**src/rtl/err_service_sched.sv**
```systemverilog
// Error service sequencer: sticky capture of error pulses, priority arbitration over pending sources,
// and one-at-a-time presentation of the winning index to the service agent over valid/ready.
module err_service_sched #(
  parameter int N_ERR  = 32,
  parameter int PRIO_W = 5,
  parameter int ID_W   = $clog2(N_ERR)
) (
  input  logic              clk,
  input  logic              rst_n,
  input  logic [N_ERR-1:0]  err_in,
  input  logic [N_ERR-1:0]  err_mask,
  input  logic              cfg_wr_en,
  input  logic [ID_W-1:0]   cfg_wr_idx,
  input  logic [PRIO_W-1:0] cfg_wr_prio,
  input  logic              clr_all,
  output logic              svc_valid,
  output logic [ID_W-1:0]   svc_id,
  output logic [PRIO_W-1:0] svc_prio,
  input  logic              svc_ready,
  output logic [N_ERR-1:0]  pending,
  output logic              ovf
);

  typedef enum logic {
    IDLE    = 1'b0,
    PRESENT = 1'b1
  } state_t;

  state_t              state_q, state_d;
  logic [ID_W-1:0]     svc_id_q, svc_id_d;
  logic [PRIO_W-1:0]   svc_prio_q, svc_prio_d;
  logic [N_ERR-1:0]    pending_q, pending_d;
  logic                ovf_q, ovf_d;

  logic [PRIO_W-1:0]   prio_vec [N_ERR];
  logic [N_ERR-1:0]    set_vec, clr_vec, elig;
  logic                accept;
  logic                win_found;
  logic [ID_W-1:0]     win_id;
  logic [PRIO_W-1:0]   win_prio;

  // Priority table: each entry resets to its own index and reverts to it on every reset.
  for (genvar gi = 0; gi < N_ERR; gi++) begin : g_prio
    localparam logic [PRIO_W-1:0] RST_PRIO = PRIO_W'(gi % (1 << PRIO_W));
    logic [PRIO_W-1:0] prio_entry_q;

    always_ff @(posedge clk or negedge rst_n) begin
      if (!rst_n) begin
        prio_entry_q <= RST_PRIO;
      end else if (cfg_wr_en && (cfg_wr_idx == ID_W'(gi))) begin
        prio_entry_q <= cfg_wr_prio;
      end
    end

    assign prio_vec[gi] = prio_entry_q;
  end

  assign accept  = (state_q == PRESENT) && svc_ready;
  assign set_vec = err_in & ~err_mask;
  assign clr_vec = accept ? ({{(N_ERR-1){1'b0}}, 1'b1} << svc_id_q) : '0;
  assign elig    = pending_q & ~err_mask;

  // Strict greater-than while scanning upward keeps the lowest index on ties.
  always_comb begin
    win_found = 1'b0;
    win_id    = '0;
    win_prio  = '0;
    for (int i = 0; i < N_ERR; i++) begin
      if (elig[i] && (!win_found || (prio_vec[i] > win_prio))) begin
        win_found = 1'b1;
        win_id    = ID_W'(i);
        win_prio  = prio_vec[i];
      end
    end
  end

  always_comb begin
    state_d    = state_q;
    svc_id_d   = svc_id_q;
    svc_prio_d = svc_prio_q;
    pending_d  = (pending_q & ~clr_vec) | set_vec;
    ovf_d      = ovf_q | (|(set_vec & pending_q & ~clr_vec));

    case (state_q)
      IDLE: begin
        if (win_found) begin
          svc_id_d   = win_id;
          svc_prio_d = win_prio;
          state_d    = PRESENT;
        end
      end
      PRESENT: begin
        if (accept) begin
          state_d = IDLE;
        end
      end
      default: state_d = IDLE;
    endcase

    if (clr_all) begin
      state_d   = IDLE;
      pending_d = '0;
      ovf_d     = 1'b0;
    end
  end

  always_ff @(posedge clk or negedge rst_n) begin
    if (!rst_n) begin
      state_q    <= IDLE;
      svc_id_q   <= '0;
      svc_prio_q <= '0;
      pending_q  <= '0;
      ovf_q      <= 1'b0;
    end else begin
      state_q    <= state_d;
      svc_id_q   <= svc_id_d;
      svc_prio_q <= svc_prio_d;
      pending_q  <= pending_d;
      ovf_q      <= ovf_d;
    end
  end

  assign svc_valid = (state_q == PRESENT);
  assign svc_id    = svc_id_q;
  assign svc_prio  = svc_prio_q;
  assign pending   = pending_q;
  assign ovf       = ovf_q;

endmodule

```
**config.mk**
```make
export PLATFORM = sky130hd
export DESIGN_NAME = err_service_sched
export DESIGN_NICKNAME = d
export VERILOG_FILES = /design/src/rtl/err_service_sched.sv
export SDC_FILE = /design/constraint.sdc
export NUM_CORES = 1
export LEC_CHECK = 0
export CAP_MARGIN = 30
export CORE_ASPECT_RATIO = 1.1
export CORE_MARGIN = 5
export CORE_UTILIZATION = 41
export CTS_CLUSTER_SIZE = 40
export DETAILED_ROUTE_END_ITERATION = 10
export HOLD_SLACK_MARGIN = 0.15
export PLACE_DENSITY = 0.66
export REMOVE_ABC_BUFFERS = 1
export SLEW_MARGIN = 20
export SYNTH_ARGS = -nofsm -noshare
export SYNTH_HDL_FRONTEND = slang
export SYNTH_SLANG_ARGS = --single-unit
```
**constraint.sdc**
```tcl
create_clock -name clk -period 68.8 [get_ports clk]
set_input_delay 10.32 -clock clk [delete_from_list [all_inputs] [get_ports clk]]
set_output_delay 10.32 -clock clk [all_outputs]
set_load 0.01 [all_outputs]
```
# --- Yosys cells after proc, flatten, opt, wreduce, memory -nomap -nowiden ---
# Cells that the tools add are included.
word_totals:
  regBits: 204
  in_bits: 79
  output_inout_bits: 44
  elab_cells: 341
op_classes:
  magnitude_cmp: 31
  n_eq_ne: 31
  shifts: 1
  n_mux: 102
  n_bitwise: 10
  reduce_logical: 129
ops:
  columns: ["operator", "count"]
  rows:
  - ["$mux W5", 61]
  - ["$and A32 B32 Y32", 5]
  - ["$gt A5 B5 Y1", 31]
  - ["$eq A5 B5 Y1 const B", 16]
  - ["$logic_and A1 B1 Y1", 64]
  - ["$mux W32", 2]
  - ["$not A32 Y32", 2]
  - ["$eq A5 B4 Y1 const B", 8]
  - ["$mux W1", 37]
  - ["$or A32 B32 Y32", 1]
  - ["$reduce_or A32 Y1", 1]
  - ["$shl A1 B5 Y32 const A", 1]
  - ["$logic_not A1 Y1", 31]
  - ["$logic_or A1 B1 Y1", 31]
  - ["$eq A5 B3 Y1 const B", 4]
  - ["$eq A5 B2 Y1 const B", 2]
  - ["$eq A5 B1 Y1 const B", 1]
  - ["$logic_not A5 Y1", 1]
  - ["$mux W2", 1]
  - ["$pmux W1 S2", 1]
  - ["$reduce_and A2 Y1", 1]
  - ["$not A1 Y1", 1]
  - ["$or A1 B1 Y1", 1]

# --- Longest topological paths before layout ---
# Gate-level depths: netlist (run 1).
depth:
  word_depth: 130
  ltp_mapped: 344
  ltp_nobuf: 330

# --- Worst setup path before layout (run 1) ---
# Ideal clock, no wire load.
synth_timing:
  path_type: "in2reg"
  from: "input err_mask[0]"
  to: "register svc_id_q[2] (netlist: svc_id[2])"
  setup_time_ps: 126
  arrival_time_ps: 64410
  required_ps: 68674
  slack_ps: 4264
  path_stages: 312
  n_path_buf: 15
  cell_sequence: "nor2b_4 -> clkbuf_1 -> nand2_1 -> ha_1 -> nand2_1 -> a211oi_1 -> o31ai_2 -> nand3_1 -> o21ai_0 -> inv_1 -> ha_1 -> nor2b_1 -> o21ai_0 -> a32oi_1 -> o21ai_0 -> clkbuf_1 -> nor2_1 -> a21oi_1 -> (+276 left out) -> nand2b_1 -> a21oi_1 -> a31oi_1 -> o21ai_1 -> nand2_1 -> o21ai_1 -> ha_1 -> nor2b_1 -> o21a_1 -> o21ai_0 -> nand2b_1 -> a21oi_1 -> a31oi_1 -> a21oi_1 -> nor2_1 -> nor2_1 -> nand3_1 -> o32a_1"
synth_via:
  elab_chain_len: 128
  word_cells_on_any_way: 218
  cone_classes: "order compare (31); mux (91); bitwise (2); reduce/logical (94)"
synth_lines:
  columns: ["element", "line", "source"]
  rows:
  - ["start: declaration", "11", "input logic [N_ERR-1:0] err_mask,"]
  - ["$not A32 Y32 *", "61", "assign elig = pending_q & ~err_mask;"]
  - ["$and A32 B32 Y32 *", "61", null]
  - ["$mux W5 or $mux W1 (tied branches)", "69", "if (elig[i] && (!win_found || (prio_vec[i] > win_prio))) begin"]
  - ["$gt A5 B5 Y1 or $logic_not A1 Y1 (tied branches)", "69", null]
  - ["$logic_or A1 B1 Y1", "69", null]
  - ["$logic_and A1 B1 Y1", "69", null]
  - ["$mux W5 or $mux W1 (tied branches)", "69", null]
  - ["$gt A5 B5 Y1 or $logic_not A1 Y1 (tied branches)", "69", null]
  - ["(+112 left out)", null, null]
  - ["$logic_or A1 B1 Y1", "69", null]
  - ["$logic_and A1 B1 Y1", "69", null]
  - ["$mux W5 or $mux W1 (tied branches)", "69", null]
  - ["$gt A5 B5 Y1 or $logic_not A1 Y1 (tied branches)", "69", null]
  - ["$logic_or A1 B1 Y1", "69", null]
  - ["$logic_and A1 B1 Y1", "69", null]
  - ["$mux W1", "69", null]
  - ["$reduce_and A2 Y1 (no source line)", null, null]
  - ["end signal: assignment", "116", "svc_id_q <= svc_id_d;"]
  - ["end: declaration", "30", "logic [ID_W-1:0] svc_id_q, svc_id_d;"]
# Every way passes the cells marked *; elsewhere a longest branch is shown, timed or not.
# A chain may end at the register's enable or synchronous reset.

# --- Worst setup path after layout (run 1) ---
# Ends and elaborated chain as after synthesis.

==> results of run 1 <==
-- cell usage after synthesis (13+ instances only) --
cell type / instances
mux2_2: 182
a21oi_1: 120
dfrtp_1: 124
and2_1: 15
o21ai_1: 21
o21ai_0: 127
o21a_1: 18
nand4_1: 25
dfstp_2: 80
nor2b_1: 40
mux2i_1: 22
o211ai_1: 29
ha_1: 132
and3_1: 19
clkbuf_1: 40
nand2b_1: 54
nand3_1: 39
a21o_1: 26
nor3_1: 53
inv_1: 144
or3_1: 13
nand2_1: 170
a31oi_1: 20
nor2_1: 154
-- worst max-delay path by stage --
stage,startpoint,end
floorplan,err_mask[0],svc_id[2]
detailed placement,err_mask[0],svc_id[4]
finish,err_mask[0],svc_id[2]
global route,err_mask[0],svc_id[2]
global placement,err_mask[0],svc_id[4]
CTS,err_mask[0],svc_id[4]
-- timing repair --
action                     in CTS  in global routing
hold buffers                    0                  0
buffers inserted                0                 35
setup endpoints to repair       0                 10
resized for setup               0                105
-- sequential cells by signal, summed over array words and instances (netlist names) --
| signal | cells |
|---|---|
| g_prio.prio_entry_q | 160 |
| pending | 32 |
| svc_id | 5 |
| ovf | 1 |
| svc_prio | 5 |
| svc_valid | 1 |
-- layout make-up --
class	count	area, µm²	area share, %
Clock buffer	32	703	3.32
Clock inverter	16	231	1.09
Multi-Input combinational cell	1562	11800	55.6
Timing Repair Buffer	226	2010	9.48
Inverter	145	544	2.57
Sequential cell	204	5200	24.6
Tap cell	567	709	3.35
-- routing by layer --
layer | share of wire (%) | track usage [%] | routed length [µm] | up-vias
li1 | - | - | - | 7578
met1 | 42 | 29.7 | 23700 | 7758
met2 | 47 | 38.1 | 26400 | 435
met3 | 5.6 | 3.76 | 3120 | 132
met4 | 4.9 | 10.2 | 2720 | 4
met5 | 0.038 | 0 | 21 | -
-- report_power, final --
| part | leakage (nW) | internal (mW) | switching [mW] | total (mW) |
|---|---|---|---|---|
| logic | 6.20 | 0.277 | 0.322 | 0.598 |
| clock network | 0.463 | 0.0918 | 0.0582 | 0.150 |
| registers | 2.41 | 0.151 | 0.0265 | 0.178 |
| total | 9.07 | 0.519 | 0.407 | 0.926 |
-- critical path, delay by kind of cell --
kind | cells | cell delay, ns
muxes | 16 | 4.23
buffers and inverters | 38 | 3.86
AOI/OAI and AO/OA | 132 | 24.19
and+or+nand+nor | 91 | 14.33
adders and majority gates | 31 | 8.70
-- per-stage QoR --
step,setup TNS [ns],instances
2_1_floorplan,0,1908
3_3_place_gp,0,2661
3_5_place_dp,-1.76,2661
4_1_cts,0,2709
5_1_grt,-3.48,2752
6_report,0,2752
-- cell families after synthesis --
logic type                 count (synthesis)  synth area share (%)
AOI/OAI and AO/OA                        523                  20.9
and+or+nand+nor                          679                  20.3
buffers and inverters                    205                  5.06
xor gates and xnor gates                  13                 0.654
adders and majority gates                133                  9.55
DFF                                      204                  29.9
muxes                                    211                  13.7
==> run summary, run 1 <==
Status -> complete, no violations
Commonest cells after routing, fill and taps aside -> mux2_2 (182), nand2_1 (168), nor2_1 (147), inv_1 (144), ha_1 (130)
CP max stage delay -> 0.68 ns
Residual DRC count -> 0
Slew margin rel. -> 30.4%
Die Height -> 226 µm
Clock Sinks -> 204
Area Growth Syn to Fin -> 21.7%
Hold path start -> g_prio[0].prio_entry_q[0]
Synth area leader -> dfrtp_1
Peak VDD IR -> 25.7 µV
Largest net degree at the start of global routing -> 75
Share of the synthesized area in the top cell type -> 17.8%
WP data required -> 69.23 ns
Clk buf depth -> 3
Post-synth top flop -> dfrtp_1
Fmax -> 0.0153 GHz
Fin Hold WS -> 0.518 ns
Data arrival, critical path -> 65.71 ns
Worst R2R Setup Slack -> 13.02 ns
Routed wire length -> 56000 µm
Synth Instances -> 1968
Final setup fails -> 0
Initial antenna violation count -> 2
Post-synth EDFFs -> 0
Worst Path Max Fanout -> 11
Clock latency on the worst-skew pair -> 0.57 ns
Netlist cell types -> 131
Cell area after synthesis -> 17400 µm²
Fin crit share -> 94.9%
Reg2reg path depth -> 307
Drt pass-1 iters -> 5
Grt total ovfl -> 0
Setup ws final -> 3.52 ns
Share of layout cells above drive strength 1 -> 26.9%
I/O pin count -> 123
Util after Layout -> 50.3%
Avg Cell Area, Syn -> 8.84 µm²
Fin. Hold Viols -> 0
Count of input and output buffers -> 122
Initial Util -> 41.3%
Static Leak -> 9.07 nW
CTS Root Cell -> clkbuf_16
DR iter-0 viols -> 1105
PD cells -> 43.7 nW/µm²
Most common cell after layout, fill and taps aside -> mux2_2
CTS tree -> yes
DR vias/cell -> 5.78
CTS H-tree depth -> 1
GPL Wtd Cong -> 0.954
Hold Path Class -> register to register
Fillcell total -> 3964
CTS Buf Count -> 26
Worst Max-Slew Pin Slew -> 1.03 ns
Setup crit end kind -> register
YS warnings -> 0
Final Net Count -> 2376
Die area -> 46700 µm²
CP most frequent cell -> ha_1
R2r startpoint -> pending[0]
Post-route ant nets -> 0
Num rows -> 79
Via Count -> 15900
Reg clk slew, reported paths -> 0.06 ns
Kind of critical path -> input port to register
Total power -> 0.926 mW
Highest-delay cell along the critical path -> or4_2
Placed cell area -> 19500 µm²
Crit start category -> input port
Seq/Total Area, Yosys -> 29.9%
Hold Crit Depth -> 1
Ys async rst share -> 100%
Tmin final -> 65.28 ns
Reg2Reg Capture Point -> svc_id[2]
Ant diodes -> 0
Synthesized flop and latch total -> 204
Clk_skew -> 0.0259 ns
Design Area, Final -> 21200 µm²
Sink of the worst hold path -> g_prio[0].prio_entry_q[0]
Hpwl dp -> 41600 µm
Drt wl/cell -> 20.3 µm
Dpl ws -> -0.309 ns
Area of the core -> 42100 µm²
Global-route wire length before repair -> 86100 µm
Vias in the first global route -> 15600
Synth top area cells -> dfrtp_1 (18%), dfstp_2 (12%), mux2_2 (12%)
Total GRT Usage -> 23.0%
Die width -> 206 µm
Max-slew violation count -> 0
Max-Cap Viols -> 0
Power figures use the tool's default switching activity.
==> inputs of run 2 (changes only) <==
- CORE_MARGIN: 5 -> unset
- DONT_BUFFER_PORTS: unset -> 1
- PLACE_DENSITY: 0.66 -> 0.62
==> run 2 against run 1 <==
  * Final cell count decreased by 5.3%
  * Sequential power about the same
  * Count of clock-buffer cells in the layout up 3
  * Hold slack got worse by 0.010 ns
  * Fmax down 0.26%
  * Global-route usage up 2.5 points
  * Critical endpoint is now svc_prio[3]
==> run summary, run 2 (synthesis gave the netlist of run 1 again) <==
CTS H-tree depth -> 1 (unchanged)
Largest delay share family, worst path -> compound AO/OA/AOI/OAI gates
DR iter-0 viols -> 939 (-15%)
Kind of critical path -> input port to register
Dpl ws -> -0.412 ns (-0.102 ns)
Hpwl dp -> 41100 µm (-1.3%)
Critical path buffers and inverters -> 37 (-2.6%)
Post-route ant nets -> 0 (unchanged)
Routed wire length -> 55600 µm (-0.63%)
Share of layout cells above drive strength 1 -> 27.4% (+0.55 points)
Fin Hold WS -> 0.508 ns (-0.0101 ns)
Tmin final -> 65.45 ns (+0.171 ns)
Routed met2 length -> 26200 µm (-0.86%)
Clock share of power -> 16.1% (about the same)
Largest net degree at the start of global routing -> 205 (+170%)
Total power -> 0.886 mW (-4.3%)
DR vias/cell -> 5.91 (+2.2%)
Count of input and output buffers -> 0 (-100%)
Ant diodes -> 0 (unchanged)
GPL Wtd Cong -> 0.941 (-1.4%)
Initial antenna violation count -> 2 (unchanged)
Worst R2R Setup Slack -> 12.57 ns (-0.45 ns)
Largest register FFs -> 160 (unchanged)
Clock latency on the worst-skew pair -> 0.57 ns (about the same)
Slew margin rel. -> 31.4% (+1.1 points)
Highest-delay cell along the critical path -> or4_2
Reg2Reg Capture Point -> svc_prio[3]
Design Area, Final -> 19800 µm² (-6.5%)
CTS Root Cell -> clkbuf_16
Critical path origin -> err_mask[0]
Clk buf depth -> 3 (unchanged)
Reg clk slew, reported paths -> 0.06 ns (about the same)
Stages on worst setup path -> 305 (-0.97%)
Clk_skew -> 0.0274 ns (+0.00153 ns)
Die Height -> 218 µm (-3.5%)
Setup ws final -> 3.35 ns (-0.171 ns)
Worst Max-Slew Pin Slew -> 1.02 ns (-0.0108 ns)
Area of the core -> 41600 µm² (-1.3%)
WP data required -> 69.26 ns (+0.03 ns)
Num rows -> 78 (-1.3%)
Die area -> 43300 µm² (-7.3%)
CTS tree -> yes
I/O pin count -> 123 (unchanged)
Met3 WL -> 3520 µm (+13%)
Initial Util -> 41.9% (+0.53 points)
Reg2reg path depth -> 305 (-0.65%)
Residual DRC count -> 0 (unchanged)
CP most frequent cell -> ha_1
Sw frac -> 44.5% (+0.58 points)
Fin. Hold Viols -> 0 (unchanged)
Drt pass-1 iters -> 6 (+1)
CTS Hold Buffers Added -> 0 (unchanged)
Fillcell total -> 3979 (+0.38%)
Layout Cells excl Fill -> 2606 (-5.3%)
Vias in the first global route -> 15400 (-1.6%)
R2r startpoint -> pending[0]
Final Net Count -> 2237 (-5.9%)
Fin crit share -> 95.1% (+0.25 points)
Die width -> 198 µm (-3.9%)
CTS Buf Count -> 26 (unchanged)
Internal -> 0.492 mW (-5.3%)
Max Used Layer -> met4
Sequential power share -> 20.4% (+1.2 points)
Max-Cap Viols -> 0 (unchanged)
Worst Path Max Fanout -> 11 (unchanged)
Fmax -> 0.0153 GHz (-0.26%)
Data arrival, critical path -> 65.91 ns (+0.20 ns)
Part of the power in combinational logic -> 63.5% (-1.1 points)
Static Leak -> 8.46 nW (-6.7%)
CP endpoint -> svc_prio[3]
Max-slew violation count -> 0 (unchanged)
Drt wl/cell -> 21.3 µm (+4.9%)
Top reg by flops -> g_prio.prio_entry_q
Global-route wire length before repair -> 86100 µm (about the same)
Hold Path Class -> register to register
Placed cell area -> 18100 µm² (-6.9%)
Grt total ovfl -> 0 (unchanged)
Setup crit end kind -> register
Commonest cells after routing, fill and taps aside -> mux2_2 (182), nand2_1 (168), nor2_1 (149), inv_1 (144), ha_1 (131)
CP max stage delay -> 0.67 ns (about the same)
Wl on met1 -> 23400 µm (-1.3%)
Peak VDD IR -> 48.1 µV (+87%)
Clock Sinks -> 204 (unchanged)
Crit start category -> input port
Via Count -> 15400 (-3.2%)
Status -> complete, no violations
Total GRT Usage -> 25.5% (+2.5 points)
Final setup fails -> 0 (unchanged)
Placed Cells -> 2516 (-5.4%)
PD cells -> 44.8 nW/µm² (+2.4%)
Sw power -> 0.394 mW (-3.0%)
Most common cell after layout, fill and taps aside -> mux2_2
Area Growth Syn to Fin -> 13.7%
[run 2: timing repair]
action | 4_1_cts | 5_1_grt
setup endpoints to repair | 9 | 10
cloned | 0 | 4
pin swaps | 0 | 27
setup buffers | 0 | 36
resized for setup | 1 | 99
[run 2: area by class of cell]
type                    count  area [µm²]  area share, %
multi-input cells        1563       11800           59.7
flip-flops and latches    204        5200           26.3
clock buffers              35         714           3.61
well taps                 560         701           3.54
repair buffers             86         639           3.23
inverters                 145         544           2.75
clock inverters            13         170          0.860
[run 2: worst min path at each step]
| stage | cells after the start | to | from | slack, ns |
|---|---|---|---|---|
| after global placement | 1 | g_prio[4].prio_entry_q[0] | g_prio[4].prio_entry_q[0] | 0.49 |
| after detailed placement | 1 | g_prio[0].prio_entry_q[0] | g_prio[0].prio_entry_q[0] | 0.49 |
| after CTS | 1 | g_prio[0].prio_entry_q[0] | g_prio[0].prio_entry_q[0] | 0.51 |
| after global routing | 1 | g_prio[0].prio_entry_q[0] | g_prio[0].prio_entry_q[0] | 0.54 |
| after floorplan | 1 | g_prio[0].prio_entry_q[0] | g_prio[0].prio_entry_q[0] | 0.47 |
| final | 1 | g_prio[0].prio_entry_q[0] | g_prio[0].prio_entry_q[0] | 0.51 |
[run 2: power groups by stage]
stage	Combinational (mW)	Sequential, mW	Clock, mW
6_report	0.563	0.181	0.142
5_1_grt	0.624	0.185	0.151
4_1_cts	0.523	0.180	0.146
3_5_place_dp	0.519	0.182	0
3_3_place_gp	0.510	0.181	0
2_1_floorplan	0.390	0.171	0
[run 2: layer usage]
metal	up-vias	GRT usage, %
met3	112	4.52
li1	7301	-
met1	7556	32.1
met4	0	11.8
met5	-	0
met2	428	42.3
[run 2: through the flow]
| step | setup TNS (ns) | utilization (%) |
|---|---|---|
| after floorplan | 0 | - |
| after global placement | 0 | 43.6 |
| after detailed placement | -3.63 | 43.6 |
| after CTS | 0 | 45.7 |
| after global routing | -1.45 | 47.6 |
| final | 0 | 47.6 |
==> inputs of run 3 (changes only) <==
- CORE_UTILIZATION: 41 -> 50
- PLACE_DENSITY: 0.62 -> 0.72
==> run 3 against run 2 <==
  * The run now ends with DRC left
  * Fmax shrank 0.13%
  * Design area decreased by 1.8%
  * Clock power is essentially flat
  * Hold slack gained 0.0041 ns
  * Critical path depth did not move
  * First-iteration DRC count grew 16%
  * Non-clock buffer count is 27 lower
  * Register-to-register slack got worse by 0.09 ns
  * Critical endpoint is now svc_id[2]
  * Largest cell class unchanged
  * Highest routed layer unchanged
==> run summary, run 3 (synthesis gave the netlist of run 1 again) <==
Status -> finished, violations left
Violated checks -> DRC
Clock latency on the worst-skew pair -> 0.55 ns (-0.02 ns)
Largest net degree at the start of global routing -> 205 (unchanged)
Initial Util -> 50.9% (+9.0 points)
Ant diodes -> 0 (unchanged)
Reg2reg path depth -> 305 (unchanged)
Drt pass-1 iters -> 10 (+4)
Routed wire length -> 52900 µm (-4.9%)
Total GRT Usage -> 28.4% (+2.9 points)
Die Height -> 198 µm (-9.4%)
Max-Cap Viols -> 0 (unchanged)
Critical path origin -> err_mask[0]
Vias in the first global route -> 14700 (-4.6%)
Placed cell area -> 17700 µm² (-2.1%)
CTS H-tree depth -> 1 (unchanged)
CTS tree -> yes
Fin crit share -> 95.3% (+0.13 points)
R2r startpoint -> pending[0]
Hold Path Class -> register to register
DR iter-0 viols -> 1090 (+16%)
Residual DRC count -> 4 (+4)
Peak VDD IR -> 47.9 µV (-0.35%)
Clk_skew -> 0.0164 ns (-0.0110 ns)
Hpwl dp -> 38400 µm (-6.5%)
Fin Hold WS -> 0.512 ns (+0.00409 ns)
Die width -> 180 µm (-9.4%)
Internal -> 0.476 mW (-3.3%)
Commonest cells after routing, fill and taps aside -> mux2_2 (182), nand2_1 (168), nor2_1 (148), inv_1 (144), ha_1 (131)
Clock Sinks -> 204 (unchanged)
CTS Root Cell -> clkbuf_16
Most common cell after layout, fill and taps aside -> mux2_2
Setup ws final -> 3.27 ns (-0.0879 ns)
Sw frac -> 44.9% (+0.46 points)
PD cells -> 44.5 nW/µm² (-0.66%)
Sequential power share -> 20.9% (+0.5 points)
Slew margin rel. -> 33.3% (+1.9 points)
Design Area, Final -> 19400 µm² (-1.8%)
Fin. Hold Viols -> 0 (unchanged)
CTS Hold Buffers Added -> 0 (unchanged)
Final Net Count -> 2210 (-1.2%)
Grt total ovfl -> 0 (unchanged)
CP endpoint -> svc_id[2]
CP max stage delay -> 0.67 ns (about the same)
Area of the core -> 34200 µm² (-18%)
CTS Buf Count -> 25 (-3.8%)
Via Count -> 15400 (+0.19%)
Max-slew violation count -> 0 (unchanged)
Setup crit end kind -> register
Drt wl/cell -> 21.5 µm (+0.91%)
Num rows -> 71 (-9.0%)
Die area -> 35600 µm² (-18%)
Reg clk slew, reported paths -> 0.06 ns (about the same)
Post-route ant nets -> 0 (unchanged)
Final setup fails -> 0 (unchanged)
Part of the power in combinational logic -> 62.6% (-0.9 points)
Top reg by flops -> g_prio.prio_entry_q
Fmax -> 0.0153 GHz (-0.13%)
I/O pin count -> 123 (unchanged)
Fillcell total -> 2949 (-26%)
Sw power -> 0.389 mW (-1.4%)
Reg2Reg Capture Point -> svc_id[2]
Global-route wire length before repair -> 79600 µm (-7.5%)
Clock share of power -> 16.5% (+0.4 points)
Tmin final -> 65.53 ns (+0.0879 ns)
Largest register FFs -> 160 (unchanged)
Static Leak -> 8.34 nW (-1.4%)
Count of input and output buffers -> 0 (unchanged)
Worst R2R Setup Slack -> 12.48 ns (-0.09 ns)
Data arrival, critical path -> 65.97 ns (+0.06 ns)
Util after Layout -> 56.8% (+9.2 points)
DR vias/cell -> 6.28 (+6.3%)
Crit start category -> input port
Highest-delay cell along the critical path -> or4_2
Kind of critical path -> input port to register
GPL Wtd Cong -> 0.965 (+2.6%)
Clk buf depth -> 3 (unchanged)
Initial antenna violation count -> 0 (-2)
Dpl ws -> -0.713 ns (-0.301 ns)
Worst Max-Slew Pin Slew -> 0.987 ns (-0.0326 ns)
CP most frequent cell -> ha_1
WP data required -> 69.23 ns (-0.03 ns)
Area Growth Syn to Fin -> 11.7%
Worst Path Max Fanout -> 16 (+5)
Share of layout cells above drive strength 1 -> 26.9% (-0.56 points)
## run 3: changes by cell type in the layout (fill, tap and decap cells not counted), moves of 2 or more
cell      delta
nand2_2      +3
nor3_2       +2
a41o_2       +2
a41o_1       -2
a21oi_2      -2
mux2i_1      +2
a21oi_1      +3
clkbuf_1     -4
nor3_1       -2
nand2_4      -2
buf_4       -28
## run 3: power by group through the flow
stage / combinational [mW] / sequential [mW] / clock (mW)
finish: 0.541 / 0.181 / 0.143
global route: 0.599 / 0.184 / 0.150
CTS: 0.502 / 0.180 / 0.145
detailed placement: 0.496 / 0.181 / 0
global placement: 0.482 / 0.181 / 0
floorplan: 0.390 / 0.171 / 0
## run 3: worst min-delay path by stage
stage	from	to	cells past startpoint
after detailed placement	g_prio[0].prio_entry_q[3]	g_prio[0].prio_entry_q[3]	1
after floorplan	g_prio[0].prio_entry_q[0]	g_prio[0].prio_entry_q[0]	1
after CTS	g_prio[4].prio_entry_q[0]	g_prio[4].prio_entry_q[0]	1
after global routing	g_prio[0].prio_entry_q[3]	g_prio[0].prio_entry_q[3]	1
after global placement	g_prio[0].prio_entry_q[0]	g_prio[0].prio_entry_q[0]	1
final	g_prio[4].prio_entry_q[0]	g_prio[4].prio_entry_q[0]	1
## run 3: worst max-delay path: cells and delay by family
family / cells / cell delay, ns
AO/OA/AOI/OAI: 141 / 26.13
AND/OR/NAND/NOR: 85 / 12.90
adder cells (fa/ha/maj): 31 / 8.82
multiplexers: 16 / 4.73
buffers and inverters: 32 / 2.96
## run 3: what timing repair did
| item | 4_1_cts | 5_1_grt |
|---|---|---|
| resized for setup | 3 | 97 |
| cloned | 0 | 6 |
| setup endpoints to repair | 10 | 10 |
| pin swaps | 0 | 30 |
| setup buffers | 0 | 40 |
## run 3: layout make-up
class	count	area, µm²	area share [%]
flip-flops and latches	204	5200	26.8
multi-input cells	1564	11800	60.7
clock buffers	31	688	3.54
clock inverters	15	198	1.02
repair buffers	59	449	2.31
inverters	145	544	2.80
well taps	438	548	2.82
## run 3: stage by stage
step / total power [mW] / TNS, ns / std cells
6_report: 0.864 / 0 / 2456
5_1_grt: 0.933 / -4.43 / 2456
4_1_cts: 0.826 / 0 / 2407
3_5_place_dp: 0.677 / -6.41 / 2361
3_3_place_gp: 0.663 / 0 / 2360
2_1_floorplan: 0.561 / 0 / 1908
## run 3: layer usage
layer  part of all wire (%)  up-vias  GRT usage, %
li1                       -     7255             -
met1                     41     7513          34.8
met2                     46      534          46.0
met3                    7.8      124          6.25
met4                    5.9        0          17.3
met5                      0        -             0
